--- src/rtl/aes_key_expand.sv ---
`default_nettype none
// ============================================================================
//  Module   : aes_key_expand
//  Purpose  : Iterative AES-128 key schedule. Loads one 128-bit cipher key and
//             computes round keys 0..NUM_ROUNDS, one per enabled clock, into an
//             internal bank. The encrypt datapath reads any entry by index
//             through a registered read port (1-cycle latency).
//  Ports    : clk_i     clock, rising edge
//             rst_ni    asynchronous reset, active low
//             en_i      clock enable; when low every register holds
//             start_i   request expansion of key_i (accepted in IDLE/DONE)
//             key_i     cipher key, key_i[127:96] = w0
//             rk_idx_i  round-key read index
//             busy_o    expansion in progress
//             ready_o   bank holds the complete schedule of the last key
//             rk_o      registered bank[rk_idx_i], zero for out-of-range index
//  Revision : 1.0  initial release
// ============================================================================
module aes_key_expand #(
  parameter int NUM_ROUNDS = 10,
  parameter int IDX_W      = 4
) (
  input  logic             clk_i,
  input  logic             rst_ni,
  input  logic             en_i,
  input  logic             start_i,
  input  logic [127:0]     key_i,
  input  logic [IDX_W-1:0] rk_idx_i,
  output logic             busy_o,
  output logic             ready_o,
  output logic [127:0]     rk_o
);

  typedef enum logic [1:0] {
    ST_IDLE   = 2'd0,
    ST_EXPAND = 2'd1,
    ST_DONE   = 2'd2
  } state_e;

  localparam logic [IDX_W-1:0] c_LAST = IDX_W'(NUM_ROUNDS);
  localparam logic [IDX_W-1:0] c_ONE  = IDX_W'(1);

  // AES S-box, entry 0x00 in the most significant byte.
  localparam logic [2047:0] c_SBOX = {
    128'h637c777bf26b6fc53001672bfed7ab76, 128'hca82c97dfa5947f0add4a2af9ca472c0,
    128'hb7fd9326363ff7cc34a5e5f171d83115, 128'h04c723c31896059a071280e2eb27b275,
    128'h09832c1a1b6e5aa0523bd6b329e32f84, 128'h53d100ed20fcb15b6acbbe394a4c58cf,
    128'hd0efaafb434d338545f9027f503c9fa8, 128'h51a3408f929d38f5bcb6da2110fff3d2,
    128'hcd0c13ec5f974417c4a77e3d645d1973, 128'h60814fdc222a908846eeb814de5e0bdb,
    128'he0323a0a4906245cc2d3ac629195e479, 128'he7c8376d8dd54ea96c56f4ea657aae08,
    128'hba78252e1ca6b4c6e8dd741f4bbd8b8a, 128'h703eb5664803f60e613557b986c11d9e,
    128'he1f8981169d98e949b1e87e9ce5528df, 128'h8ca1890dbfe6426841992d0fb054bb16
  };

  // Entry a sits at bit offset 8*(255-a); for an 8-bit a, 255-a is ~a.
  function automatic logic [7:0] sbox(input logic [7:0] a);
    return c_SBOX[{~a, 3'b000} +: 8];
  endfunction

  state_e           state_q;
  logic [IDX_W-1:0] ctr_q;
  logic [7:0]       rcon_q;
  logic             busy_q;
  logic             ready_q;
  logic [127:0]     rk_q;
  logic [127:0]     bank_q [0:NUM_ROUNDS];

  logic [127:0]     w_prev;
  logic [31:0]      w_rot;
  logic [31:0]      w_sub;
  logic [31:0]      w_t;
  logic [127:0]     key_d;
  logic [7:0]       rcon_d;

  // Previous round key; only meaningful in EXPAND where ctr_q >= 1.
  assign w_prev = bank_q[ctr_q - c_ONE];
  assign w_rot  = {w_prev[23:0], w_prev[31:24]};

  for (genvar g = 0; g < 4; g++) begin : g_subword
    assign w_sub[8*g +: 8] = sbox(w_rot[8*g +: 8]);
  end

  always_comb begin
    key_d           = '0;
    w_t             = w_sub ^ {rcon_q, 24'h000000};
    key_d[127:96]   = w_prev[127:96] ^ w_t;
    key_d[95:64]    = w_prev[95:64]  ^ key_d[127:96];
    key_d[63:32]    = w_prev[63:32]  ^ key_d[95:64];
    key_d[31:0]     = w_prev[31:0]   ^ key_d[63:32];
    rcon_d          = {rcon_q[6:0], 1'b0} ^ (rcon_q[7] ? 8'h1b : 8'h00);
  end

  always_ff @(posedge clk_i or negedge rst_ni) begin
    if (!rst_ni) begin
      state_q <= ST_IDLE;
      ctr_q   <= '0;
      rcon_q  <= 8'h01;
      busy_q  <= 1'b0;
      ready_q <= 1'b0;
      rk_q    <= '0;
      for (int i = 0; i <= NUM_ROUNDS; i++) begin
        bank_q[i] <= '0;
      end
    end else if (en_i) begin
      rk_q <= (rk_idx_i <= c_LAST) ? bank_q[rk_idx_i] : '0;
      case (state_q)
        ST_IDLE, ST_DONE: begin
          if (start_i) begin
            bank_q[0] <= key_i;
            ctr_q     <= c_ONE;
            rcon_q    <= 8'h01;
            busy_q    <= 1'b1;
            ready_q   <= 1'b0;
            state_q   <= ST_EXPAND;
          end
        end
        ST_EXPAND: begin
          // start_i is deliberately ignored here: the running schedule finishes.
          bank_q[ctr_q] <= key_d;
          rcon_q        <= rcon_d;
          ctr_q         <= ctr_q + c_ONE;
          if (ctr_q == c_LAST) begin
            busy_q  <= 1'b0;
            ready_q <= 1'b1;
            state_q <= ST_DONE;
          end
        end
        default: begin
          state_q <= ST_IDLE;
          busy_q  <= 1'b0;
          ready_q <= 1'b0;
        end
      endcase
    end
  end

  assign busy_o  = busy_q;
  assign ready_o = ready_q;
  assign rk_o    = rk_q;

endmodule
`default_nettype wire
--- config.mk ---
export PLATFORM = sky130hd
export DESIGN_NAME = aes_key_expand
export DESIGN_NICKNAME = d
export VERILOG_FILES = /design/src/rtl/aes_key_expand.sv
export SDC_FILE = /design/constraint.sdc
export NUM_CORES = 2
export LEC_CHECK = 0
export BUFFER_PORTS_ARGS = -buffer_cell sky130_fd_sc_hd__buf_2
export CAP_MARGIN = 20
export CELL_PAD_IN_SITES_DETAIL_PLACEMENT = 1
export CELL_PAD_IN_SITES_GLOBAL_PLACEMENT = 2
export CORE_AREA = 3 3 560 423
export DETAILED_ROUTE_END_ITERATION = 8
export DIE_AREA = 0 0 563 426
export PLACE_DENSITY_LB_ADDON = 0.1
export SLEW_MARGIN = 20
export SYNTH_ARGS = -nofsm -noshare
export SYNTH_HDL_FRONTEND = slang
export SYNTH_SLANG_ARGS = --single-unit
--- constraint.sdc ---
create_clock -name clk_i -period 9.6 [get_ports clk_i]
set_input_delay 0.96 -clock clk_i [delete_from_list [all_inputs] [get_ports clk_i]]
set_output_delay 0.96 -clock clk_i [all_outputs]
set_load 0.005 [all_outputs]
# [Word-level counts from Yosys, hierarchy flattened]
# Cells that the tools add are included.
[totals] reg_bits=1552 in_bits=136 out_inout_bits=130 elab_cells=79
[classes] n_addsub=2 order_cmp=5 n_eq_ne=5 shift=4 muxes=26 bitwise=13 n_reduce_logical=7
[ops] op="$shiftx 2048x12->8 const A" count=4
[ops] op="$bwmux 1408" count=1
[ops] op="$bmux 128 s4" count=2
[ops] op="$mux 128" count=7
[ops] op="$demux 128 s4" count=1
[ops] op="$pmux 128 s2" count=1
[ops] op="$xor 32x32->32" count=5
[ops] op="$not 8->8" count=4
[ops] op="$pmux 8 s2" count=1
[ops] op="$ge 5x5->1 const B" count=3
[ops] op="$not 4->5" count=3
[ops] op="$mux 8" count=1
[ops] op="$pmux 4 s2" count=1
[ops] op="$xor 8x5->8" count=1
[ops] op="$reduce_and 3->1" count=2
[ops] op="$lt 5x1->1 const B" count=1
[ops] op="$mux 5" count=1
[ops] op="$add 4x1->4 const B" count=1
[ops] op="$eq 4x4->1 const B" count=1
[ops] op="$le 4x4->1 const B" count=1
[ops] op="$mux 1" count=4
[ops] op="$mux 2" count=2
[ops] op="$mux 4" count=1
[ops] op="$ne 2x2->1 const B" count=2
[ops] op="10 further kinds" count=11

# [Logic depth before layout (Yosys ltp)]
[depth] word_depth=14 depth_mapped=32 depth_no_buf=19

# [Worst setup path before layout]
# Ideal clock, no wire load.
[synth_path] path_kind="register -> register" from="register ctr_q[0]" to="register bank_q[1178] (netlist name)" setup_ns=0.131 arrival_ns=6.729 t_required_ns=9.469 path_slack_ns=2.740 path_stages_with_launch=32 path_buffers=12 synth_period_minus_slack_ns=6.860 path_cell_list="dfrtp_1 buf_6 buf_6 inv_1 buf_2 buf_1 clkbuf_1 clkbuf_1 ha_1 buf_4 buf_4 buf_4 mux2i_1 a311oi_1 nand4_1 nand2_1 buf_1 ha_1 clkbuf_1 inv_1 a21oi_1 o21ai_0 o211ai_1 a21oi_1 or4_1 o211a_1 a21oi_1 a211oi_1 or4_1 xnor2_1 buf_2 o21ai_0"
[synth_via] elab_chain_cells=13 word_cells_on_any_way=19 classes_between="1 x add/sub; 2 x order compare; 1 x shift; 6 x mux; 8 x bitwise; 1 x reduce/logical"
[synth_rtl] item="start, declared" line="61" text="logic [IDX_W-1:0] ctr_q;"
[synth_rtl] item="start signal, assigned" line="110" text="ctr_q <= c_ONE;"
[synth_rtl] item="start signal, assigned" line="121" text="ctr_q <= ctr_q + c_ONE;"
[synth_rtl] item="$sub 4x1->4" line="76" text="assign w_prev = bank_q[ctr_q - c_ONE];"
[synth_rtl] item="$not 4->5 (implied by the code)" line="76"
[synth_rtl] item="$bmux 128 s4" line="76"
[synth_rtl] item="$mux 128 (implied by the code) (2 in series)" line="76"
[synth_rtl] item="$not 8->8" line="57" text="return c_SBOX[{~a, 3'b000} +: 8];"
[synth_rtl] item="$shiftx 2048x12->8" line="57"
[synth_rtl] item="$xor 32x32->32" line="85" text="w_t = w_sub ^ {rcon_q, 24'h000000};"
[synth_rtl] item="$xor 32x32->32" line="86" text="key_d[127:96] = w_prev[127:96] ^ w_t;"
[synth_rtl] item="$xor 32x32->32" line="87" text="key_d[95:64] = w_prev[95:64] ^ key_d[127:96];"
[synth_rtl] item="$xor 32x32->32" line="88" text="key_d[63:32] = w_prev[63:32] ^ key_d[95:64];"
[synth_rtl] item="$xor 32x32->32" line="89" text="key_d[31:0] = w_prev[31:0] ^ key_d[63:32];"
[synth_rtl] item="$bwmux 1408 *" line="119" text="bank_q[ctr_q] <= key_d;"
[synth_rtl] item="end signal, assigned by index" line="119"
[synth_rtl] item="end, declared" line="66" text="logic [127:0] bank_q [0:NUM_ROUNDS];"
# Every way passes the cells marked *; elsewhere a longest branch is shown, timed or not. The select of a mux whose other input is x is not followed.
# A chain may end at the register's enable or synchronous reset.

# [Worst setup path after layout]
[layout_path] from="register ctr_q[0]" to="register bank_q[397] (netlist name)"
# The elaborated chain is that of the path after synthesis.

==> out/qor.csv <==
metric;value;unit
tns;0;ns
grt_pass1_vias;88430;
wl_met2;197000;um
die_y;426;um
dr.max_layer_used;met5;
drt_iter0_drc;10395;
dr_wl_met3;45800;um
postCtsResizedCells;0;
grt_overflow;0;
crit_type;reg2reg;
initial_core_util;0.410;
slew_viol_final;0;
syn-cell-area;95000;sq um
holdCritPathClass;in2async;
dp_hpwl;299000;um
fin_worst_skew;0.0940;ns
synth-edff-count;0;
cts_tree;yes;
critical_path_peak_fanout;34;
grt_max_degree;180;
end_kind;flop;
tightest_slew;1.26;ns
async_flop_share;1.00;
yosysWarnings;0;
wire_per_inst;35.6;um
grt_setup_unrepaired;false;
drv_cap;0;
clk_pin_slew;0.06;ns
clock_sinks;1551;
ys_seq_elements;1551;
slew_headroom;0.152;
rr_worst_depth;19;
fin_crit;8.60;ns
synth_nets;10375;
grt_pass1_wl;670000;um
drive_gt1_frac;0.171;
wl_met1;202000;um
first_pass_iters;7;
start_kind;flop;
vias;88604;
setup_violations;0;
fillers;25864;
postCtsSetupBuffers;0;
worst-endpoint-arrival;9.25;ns
run_status;finished, final reports clean;
io_buffer_count;265;
post_synth_num_cell_types;109;
die_w;563;um
finalCritPeriodShare;0.896;
placed_area;99200;sq um
fin_util;0.453;
insertion_delay;0.89;ns
std_cell_rows;153;
yosysSeqAreaShare;0.409;
viasPerCell;6.76;
cts_buffer_depth;4;
critPathRequiredTime;10.25;ns
syn_inst;10178;
die_area;240000;sq um
cts-root-buf;clkbuf_16;
nNetsFinal;10068;
timing.rr.end;bank_q[397];
area_delta_synth_final;10.4;%
multi_input_area;51700;sq um
r2r_start;ctr_q[0];
fin_area;105000;sq um
antenna_found_initial;33;
ant_nets;0;
regArea;38800;sq um
drcViolationCount;0;
ys.flop_type;dfrtp_1;
syn_area_per_cell;9.33;sq um
gp_congestion;0.991;
report.final.hold_viol_count;0;
grt_use_total;0.381;
max_freq;116;MHz
cts_htree_levels;4;
cts_buffers;176;
r2r_slack;1.0;ns
core;232000;sq um
io_pins;266;
drt_wl_total;466000;um
hold_buffers;0;
[worst max-delay path, cell delays in order, from the launching register on]
cell and delay, ns:
dfrtp_4 0.74, inv_4 0.26, ha_4 0.77, buf_4 0.52
mux4_2 0.39, and4_1 0.21, a221o_1 0.29, buf_4 0.22
inv_2 0.31, ha_1 0.61, inv_1 0.28, nor2_1 0.51
nor3_1 0.11, o311a_1 0.32, a22oi_1 0.27, and3_1 0.56
xnor2_1 0.43, xnor2_1 0.91, nor3_1 0.13, a2111oi_0 0.46
[kinds of logic after synthesis]
group,share of synthesized area
AO/OA/AOI/OAI,0.222
XOR/XNOR,0.0198
adder cells (fa/ha/maj),0.00803
buffers and inverters,0.0548
flip-flops,0.409
multiplexers,0.159
AND/OR/NAND/NOR,0.128
[metal layers]
metal	vias up	GRT usage
met5	-	0
met3	877	0.0918
met1	46456	0.548
met2	4506	0.549
met4	12	0.155
li1	36753	-
[metrics by stage]
step                hold WS, ns  instances  worst slack (ns)
floorplan                 0.458      10178              2.74
global placement          0.464      12788              1.29
detailed placement        0.468      12792              1.30
CTS                      0.0454      13096              1.22
global route             0.0750      13100             0.690
finish                   0.0645      13109             0.999
[how the worst max path moves through the flow]
| stage | start | endpoint |
|---|---|---|
| finish | ctr_q[0] | bank_q[397] |
| global route | ctr_q[0] | bank_q[397] |
| CTS | ctr_q[0] | bank_q[397] |
| detailed placement | ctr_q[0] | bank_q[397] |
| global placement | ctr_q[0] | bank_q[1172] |
| floorplan | ctr_q[0] | bank_q[1178] |
[state kept, by name, summed over array words and instances (netlist names)]
name	flops
rk_o	128
state_q	2
bank_q	1408
ctr_q	4
busy_o	1
rcon_q	8
[placed cells by master, fill, tap and decap left out, types with 30 or more instances in the layout]
master / count
nor2_1: 599
buf_2: 260
o221ai_1: 36
o2bb2ai_1: 136
inv_1: 31
xor2_1: 55
nor3_1: 191
buf_12: 37
o211ai_1: 153
xnor2_1: 96
dfrtp_1: 1549
clkbuf_8: 36
nand3_1: 176
mux2i_1: 264
o21ai_1: 91
o311ai_0: 44
buf_4: 342
nor4_1: 30
mux2_2: 113
a31oi_1: 102
nand2_1: 1670
o31ai_1: 34
a211oi_1: 186
ha_1: 60
o22ai_1: 64
and3_1: 63
mux4_2: 498
a311oi_1: 53
o21ai_0: 1484
a21oi_1: 591
clkbuf_16: 178
clkbuf_1: 51
a221oi_1: 106
[synthesized netlist by cell type, types with 110 or more instances]
| cell | instances | area, sq um |
|---|---|---|
| o211ai_1 | 153 | 1150 |
| a21oi_1 | 593 | 2970 |
| xnor2_1 | 113 | 990 |
| nor3_1 | 193 | 966 |
| dfrtp_1 | 1550 | 38800 |
| a211oi_1 | 186 | 1400 |
| nor2_1 | 603 | 2260 |
| nand2_1 | 1682 | 6310 |
| clkbuf_1 | 721 | 2710 |
| mux4_2 | 498 | 11200 |
| mux2_2 | 113 | 1270 |
| o2bb2ai_1 | 136 | 1190 |
| mux2i_1 | 264 | 2640 |
| buf_2 | 235 | 1180 |
| nand3_1 | 176 | 881 |
| a31oi_1 | 110 | 688 |
| o21ai_0 | 1501 | 7510 |
[final cells by class]
cell class / count / area share
Multi-Input combinational cell: 7451 / 0.493
Sequential cell: 1551 / 0.370
Clock buffer: 265 / 0.0490
Timing Repair Buffer: 647 / 0.0451
Tap cell: 3100 / 0.0370
Clock inverter: 39 / 0.00432
Inverter: 44 / 0.00165
Antenna cell: 12 / 0.000286
Power is not shown: default switching activity piles up to over one toggle a cycle in this logic, so the estimate is an artifact.
